### config.mk
export PLATFORM = sky130hd
export DESIGN_NAME = mem_arbiter
export DESIGN_NICKNAME = d
export VERILOG_FILES = /design/src/rtl/mem_arbiter.sv
export SDC_FILE = /design/constraint.sdc
export NUM_CORES = 1
export LEC_CHECK = 0
export CORE_AREA = 2 2 103 115
export DETAILED_ROUTE_END_ITERATION = 12
export DIE_AREA = 0 0 105 117
export PLACE_DENSITY = 0.82
export SETUP_SLACK_MARGIN = 0.4
export SLEW_MARGIN = 10
export SYNTH_ARGS = -nofsm -noshare
export SYNTH_HDL_FRONTEND = slang
export SYNTH_SLANG_ARGS = --single-unit
### constraint.sdc
create_clock -name CLK -period 4.3 [get_ports CLK]
set_input_delay 0.43 -clock CLK [delete_from_list [all_inputs] [get_ports CLK]]
set_output_delay 0.43 -clock CLK [all_outputs]
set_load 0.01 [all_outputs]
### src/rtl/mem_arbiter.sv
// Arbitrates between an instruction fetch port and a data port onto a single RAM port.
// Data accesses take priority unless fetch has been starved for three data grants in a row.
module mem_arbiter #(
    parameter int unsigned TIMEOUT = 255
) (
    input  logic        CLK,
    input  logic        RST,
    input  logic        iREN,
    input  logic [31:0] iaddr,
    input  logic        dREN,
    input  logic        dWEN,
    input  logic [31:0] daddr,
    input  logic [31:0] dstore,
    input  logic        halt,
    input  logic [31:0] ramload,
    input  logic        ram_ready,
    output logic        ramREN,
    output logic        ramWEN,
    output logic [31:0] ramaddr,
    output logic [31:0] ramstore,
    output logic [31:0] iload,
    output logic [31:0] dload,
    output logic        iwait,
    output logic        dwait,
    output logic        err
);

    // state   | meaning
    // IDLE    | no RAM access; arbitrate and latch the winner on exit
    // IFETCH  | RAM read on behalf of the fetch stage
    // DACCESS | RAM read or write on behalf of the data stage
    typedef enum logic [1:0] {
        IDLE    = 2'd0,
        IFETCH  = 2'd1,
        DACCESS = 2'd2
    } state_t;

    // Down-counter loaded on grant; reaching zero without ram_ready means TIMEOUT access cycles elapsed.
    localparam logic [7:0] TMR_LOAD = (TIMEOUT == 0) ? 8'd0 : 8'(TIMEOUT - 1);

    state_t      state_q, state_d;
    logic [1:0]  starve_q, starve_d;
    logic [7:0]  tmr_q, tmr_d;
    logic [31:0] addr_q, addr_d;
    logic [31:0] store_q, store_d;
    logic        rd_q, rd_d;
    logic        wr_q, wr_d;
    logic        err_q, err_d;

    logic data_req;
    logic fetch_ok;
    logic starve_fetch;

    assign data_req     = dREN | dWEN;
    assign fetch_ok     = iREN & ~halt;
    assign starve_fetch = (starve_q == 2'd3) & fetch_ok;

    always_ff @(posedge CLK or posedge RST) begin
        if (RST) begin
            state_q  <= IDLE;
            starve_q <= 2'd0;
            tmr_q    <= 8'd0;
            addr_q   <= 32'd0;
            store_q  <= 32'd0;
            rd_q     <= 1'b0;
            wr_q     <= 1'b0;
            err_q    <= 1'b0;
        end else begin
            state_q  <= state_d;
            starve_q <= starve_d;
            tmr_q    <= tmr_d;
            addr_q   <= addr_d;
            store_q  <= store_d;
            rd_q     <= rd_d;
            wr_q     <= wr_d;
            err_q    <= err_d;
        end
    end

    always_comb begin
        state_d  = state_q;
        starve_d = starve_q;
        tmr_d    = tmr_q;
        addr_d   = addr_q;
        store_d  = store_q;
        rd_d     = rd_q;
        wr_d     = wr_q;
        err_d    = err_q;

        case (state_q)
            IDLE: begin
                if (data_req && !starve_fetch) begin
                    state_d = DACCESS;
                    addr_d  = daddr;
                    store_d = dstore;
                    // A simultaneous read and write request is treated as a write and flagged.
                    wr_d    = dWEN;
                    rd_d    = dREN & ~dWEN;
                    err_d   = err_q | (dREN & dWEN);
                    tmr_d   = TMR_LOAD;
                    if (!iREN) begin
                        starve_d = 2'd0;
                    end else if (starve_q != 2'd3) begin
                        starve_d = starve_q + 2'd1;
                    end
                end else if (fetch_ok) begin
                    state_d  = IFETCH;
                    addr_d   = iaddr;
                    store_d  = 32'd0;
                    rd_d     = 1'b1;
                    wr_d     = 1'b0;
                    tmr_d    = TMR_LOAD;
                    starve_d = 2'd0;
                end
            end
            IFETCH, DACCESS: begin
                if (ram_ready) begin
                    state_d = IDLE;
                end else if (tmr_q == 8'd0) begin
                    state_d = IDLE;
                    err_d   = 1'b1;
                end else begin
                    tmr_d = tmr_q - 8'd1;
                end
            end
            default: begin
                state_d = IDLE;
            end
        endcase
    end

    always_comb begin
        ramREN   = 1'b0;
        ramWEN   = 1'b0;
        ramaddr  = 32'd0;
        ramstore = 32'd0;
        iload    = 32'd0;
        dload    = 32'd0;
        iwait    = iREN;
        dwait    = data_req;

        case (state_q)
            IFETCH: begin
                ramREN  = 1'b1;
                ramaddr = addr_q;
                if (ram_ready) begin
                    iwait = 1'b0;
                    iload = ramload;
                end
            end
            DACCESS: begin
                ramREN   = rd_q;
                ramWEN   = wr_q;
                ramaddr  = addr_q;
                ramstore = store_q;
                if (ram_ready) begin
                    dwait = 1'b0;
                    dload = ramload;
                end
            end
            default: begin
            end
        endcase
    end

    assign err = err_q;

endmodule

==> flow_metrics.py <==
metrics = {
    "timing": {
        "setup_violations": 0,
        "tns_ns": 0,
        "slew_violations": 0,
        "max_freq_mhz": 324,
        "final.period_utilization_pct": 71.7,
        "max_slew_margin_pct": 23.2,
        "tightest_slew_ns": 1.15,
        "hold_slack_ns": 0.470,
        "finalHoldViolations": 0,
        "post-route-min-period_ns": 3.08,
        "fin_skew_ns": 0.00833,
        "rsz0062_at_grt": "no",
    },
    "global_routing": {
        "grt_max_degree": 71,
        "grt_use_met2_pct": 41.2,
        "met3_usage_pct": 6.87,
        "grtUsageMet1_pct": 25.3,
        "grt_util_all_layers_pct": 23.1,
        "grt-busiest-layer": "met2",
        "grt_overflow": 0,
        "first_global_vias": 4183,
        "grt_pass1_wl_um": 22000,
        "antenna_found_initial": 3,
    },
    "floorplanning": {
        "coreArea_um2": 11200,
        "die_h_um": 117,
        "fp.dieW_um": 105,
        "boundaryPins": 268,
        "rows": 41,
        "dieArea_um2": 12300,
        "start_util_pct": 39.8,
    },
    "setup_path": {
        "reg2reg_to": "tmr_q[5]",
        "start_kind": "flop",
        "timing.rr.start": "state_q[0]",
        "crit_type": "reg2out",
        "required_ns": 3.87,
        "end_kind": "primary output",
        "ff2ff_path_depth": 6,
        "worst-path-max-fanout": 44,
        "r2r_slack_ns": 1.55,
        "crit_arrival_ns": 2.65,
    },
    "detailed_routing": {
        "vias": 4467,
        "drc_errors": 0,
        "ant_nets": 0,
        "dr.first_iter.drc_count": 200,
        "wl_um": 14700,
        "routed_via_density": 5.17,
        "post_drt_wl_per_cell_um": 17.1,
        "drt_first_pass_iters": 4,
    },
    "pwr": {
        "p_sw_mw": 1.63,
        "leakage_nw": 3.44,
        "seq_power_share_pct": 28.5,
        "ir_drop_mv": 0.316,
        "p_int_mw": 2.83,
        "swShare_pct": 36.5,
        "power_density_nw_per_um2": 592,
        "clkPwrFrac_pct": 17.1,
        "pwr-share-comb_pct": 54.4,
    },
    "job": {
        "cap_violations": 0,
    },
    "clock_network": {
        "clkLatencyLatePin_ns": 0.33,
        "ctsHtreeMaxLevel": 3,
        "numCtsBuffers": 9,
        "clock_sinks": 79,
        "clkTransAtPathRegs_ns": 0.06,
        "cts_tree": "yes",
        "cts-root-buf": "clkbuf_16",
        "post_cts_buffers": 0,
        "ctsHoldBuffers": 0,
        "cts_resized": 0,
        "clockBufferDepth": 2,
    },
    "placement": {
        "place_congestion": 0.848,
        "io_buffers": 267,
        "dp_hpwl_um": 11400,
        "dp.cells": 846,
        "placed_cell_area_um2": 7220,
    },
    "synth": {
        "synth_nets": 603,
        "synth-seq-area-share_pct": 44.4,
        "yosysTopAreaCell": "dfrtp_1",
        "ys.flop_type": "dfrtp_1",
        "syn_inst": 462,
        "synth-edff-count": 0,
        "async_flop_share_pct": 100,
        "synth.area.top_cells": "dfrtp_1, and3_1, and2_1",
        "synth_top_area_share_pct": 44.4,
        "yosysWarningCount": 0,
        "synth_area_um2": 4450,
        "synth-seq-cells": 79,
        "synth.distinct_cells": 51,
        "avgSynthCellArea_um2": 9.63,
    },
    "finish": {
        "area_delta_synth_final_pct": 69.3,
        "final_area_um2": 7530,
        "fin_nets": 848,
        "final_cell_mix": "clkdlybuf4s50_1, dfrtp_1, and3_1, and2_1, mux2i_1",
        "fin_util_pct": 67.4,
        "drive_above_1_share_pct": 5.20,
        "fin_cells": 864,
        "final_common_cell": "clkdlybuf4s50_1",
    },
    "min_path": {
        "min_path_type": "reg2reg",
        "hold_start": "addr_q[16]",
        "hold_depth": 2,
        "hold_end": "addr_q[16]",
    },
    "run_status": {
        "status": "finished, final reports clean",
    },
}
-- kinds of logic after synthesis --
| family | Yosys count | synth area share [%] |
|---|---|---|
| adder cells (fa/ha/maj) | 6 | 1.69 |
| buffers and inverters | 49 | 4.55 |
| flip-flops | 79 | 44.4 |
| AND/OR/NAND/NOR | 202 | 26.4 |
| multiplexers | 37 | 8.46 |
| AO/OA/AOI/OAI | 89 | 14.5 |
-- routing by layer --
layer	up-vias	routed length (µm)
li1	2130	-
met1	2076	5590
met2	227	7360
met3	32	1310
met4	2	479
met5	-	10
-- worst max path at each step --
stage	endpoint	startpoint	slack, ns
after floorplan	addr_q[0]	RST	1.85
after global placement	tmr_q[3]	dWEN	1.59
after detailed placement	ramaddr[4]	state_q[0]	1.53
after CTS	ramaddr[4]	state_q[0]	1.16
after global routing	ramaddr[4]	state_q[0]	1.05
final	ramaddr[4]	state_q[0]	1.22
-- registers in the layout, summed over array words and instances, names as in the netlist --
signal and cells:
tmr_q 8, rd_q 1, err 1, addr_q 32, wr_q 1, state_q 2
store_q 32, starve_q 2
-- metrics by stage --
step,setup slack [ns],power [mW]
after floorplan,1.85,2.57
after global placement,1.59,3.64
after detailed placement,1.53,3.70
after CTS,1.16,4.49
after global routing,1.05,4.76
final,1.22,4.46
-- critical path, cell delays in order, from the launching register on --
cell and delay (ns):
dfrtp_1 0.35, inv_1 0.08, ha_1 1.05, and2_1 0.27, clkdlybuf4s50_1 0.57
-- synth_stat cells (all sizes together), types with 6 or more instances --
cell type,number
a22o,33
and2,65
and3,67
buf,6
clkbuf,33
dfrtp,79
ha,6
inv,10
mux2i,35
nand2,35
nor2,7
nor3,7
o21ai,35
-- power by group through the flow --
stage	logic [mW]	clock network (mW)	registers, mW
2_1_floorplan	1.35	0	1.21
3_3_place_gp	2.36	0	1.28
3_5_place_dp	2.43	0	1.27
4_1_cts	2.44	0.780	1.27
5_1_grt	2.63	0.812	1.32
6_report	2.43	0.764	1.27
-- final cells by class --
cell class,instances,area [µm²]
multi-input cells,334,2290
diodes,2,5.00
inverters,10,38.8
well taps,150,188
clock buffers,11,253
flip-flops and latches,79,1980
repair buffers,273,2730
clock inverters,5,56.3
fillers,909,3650
Note: power is estimated with default switching activity, not from simulation.
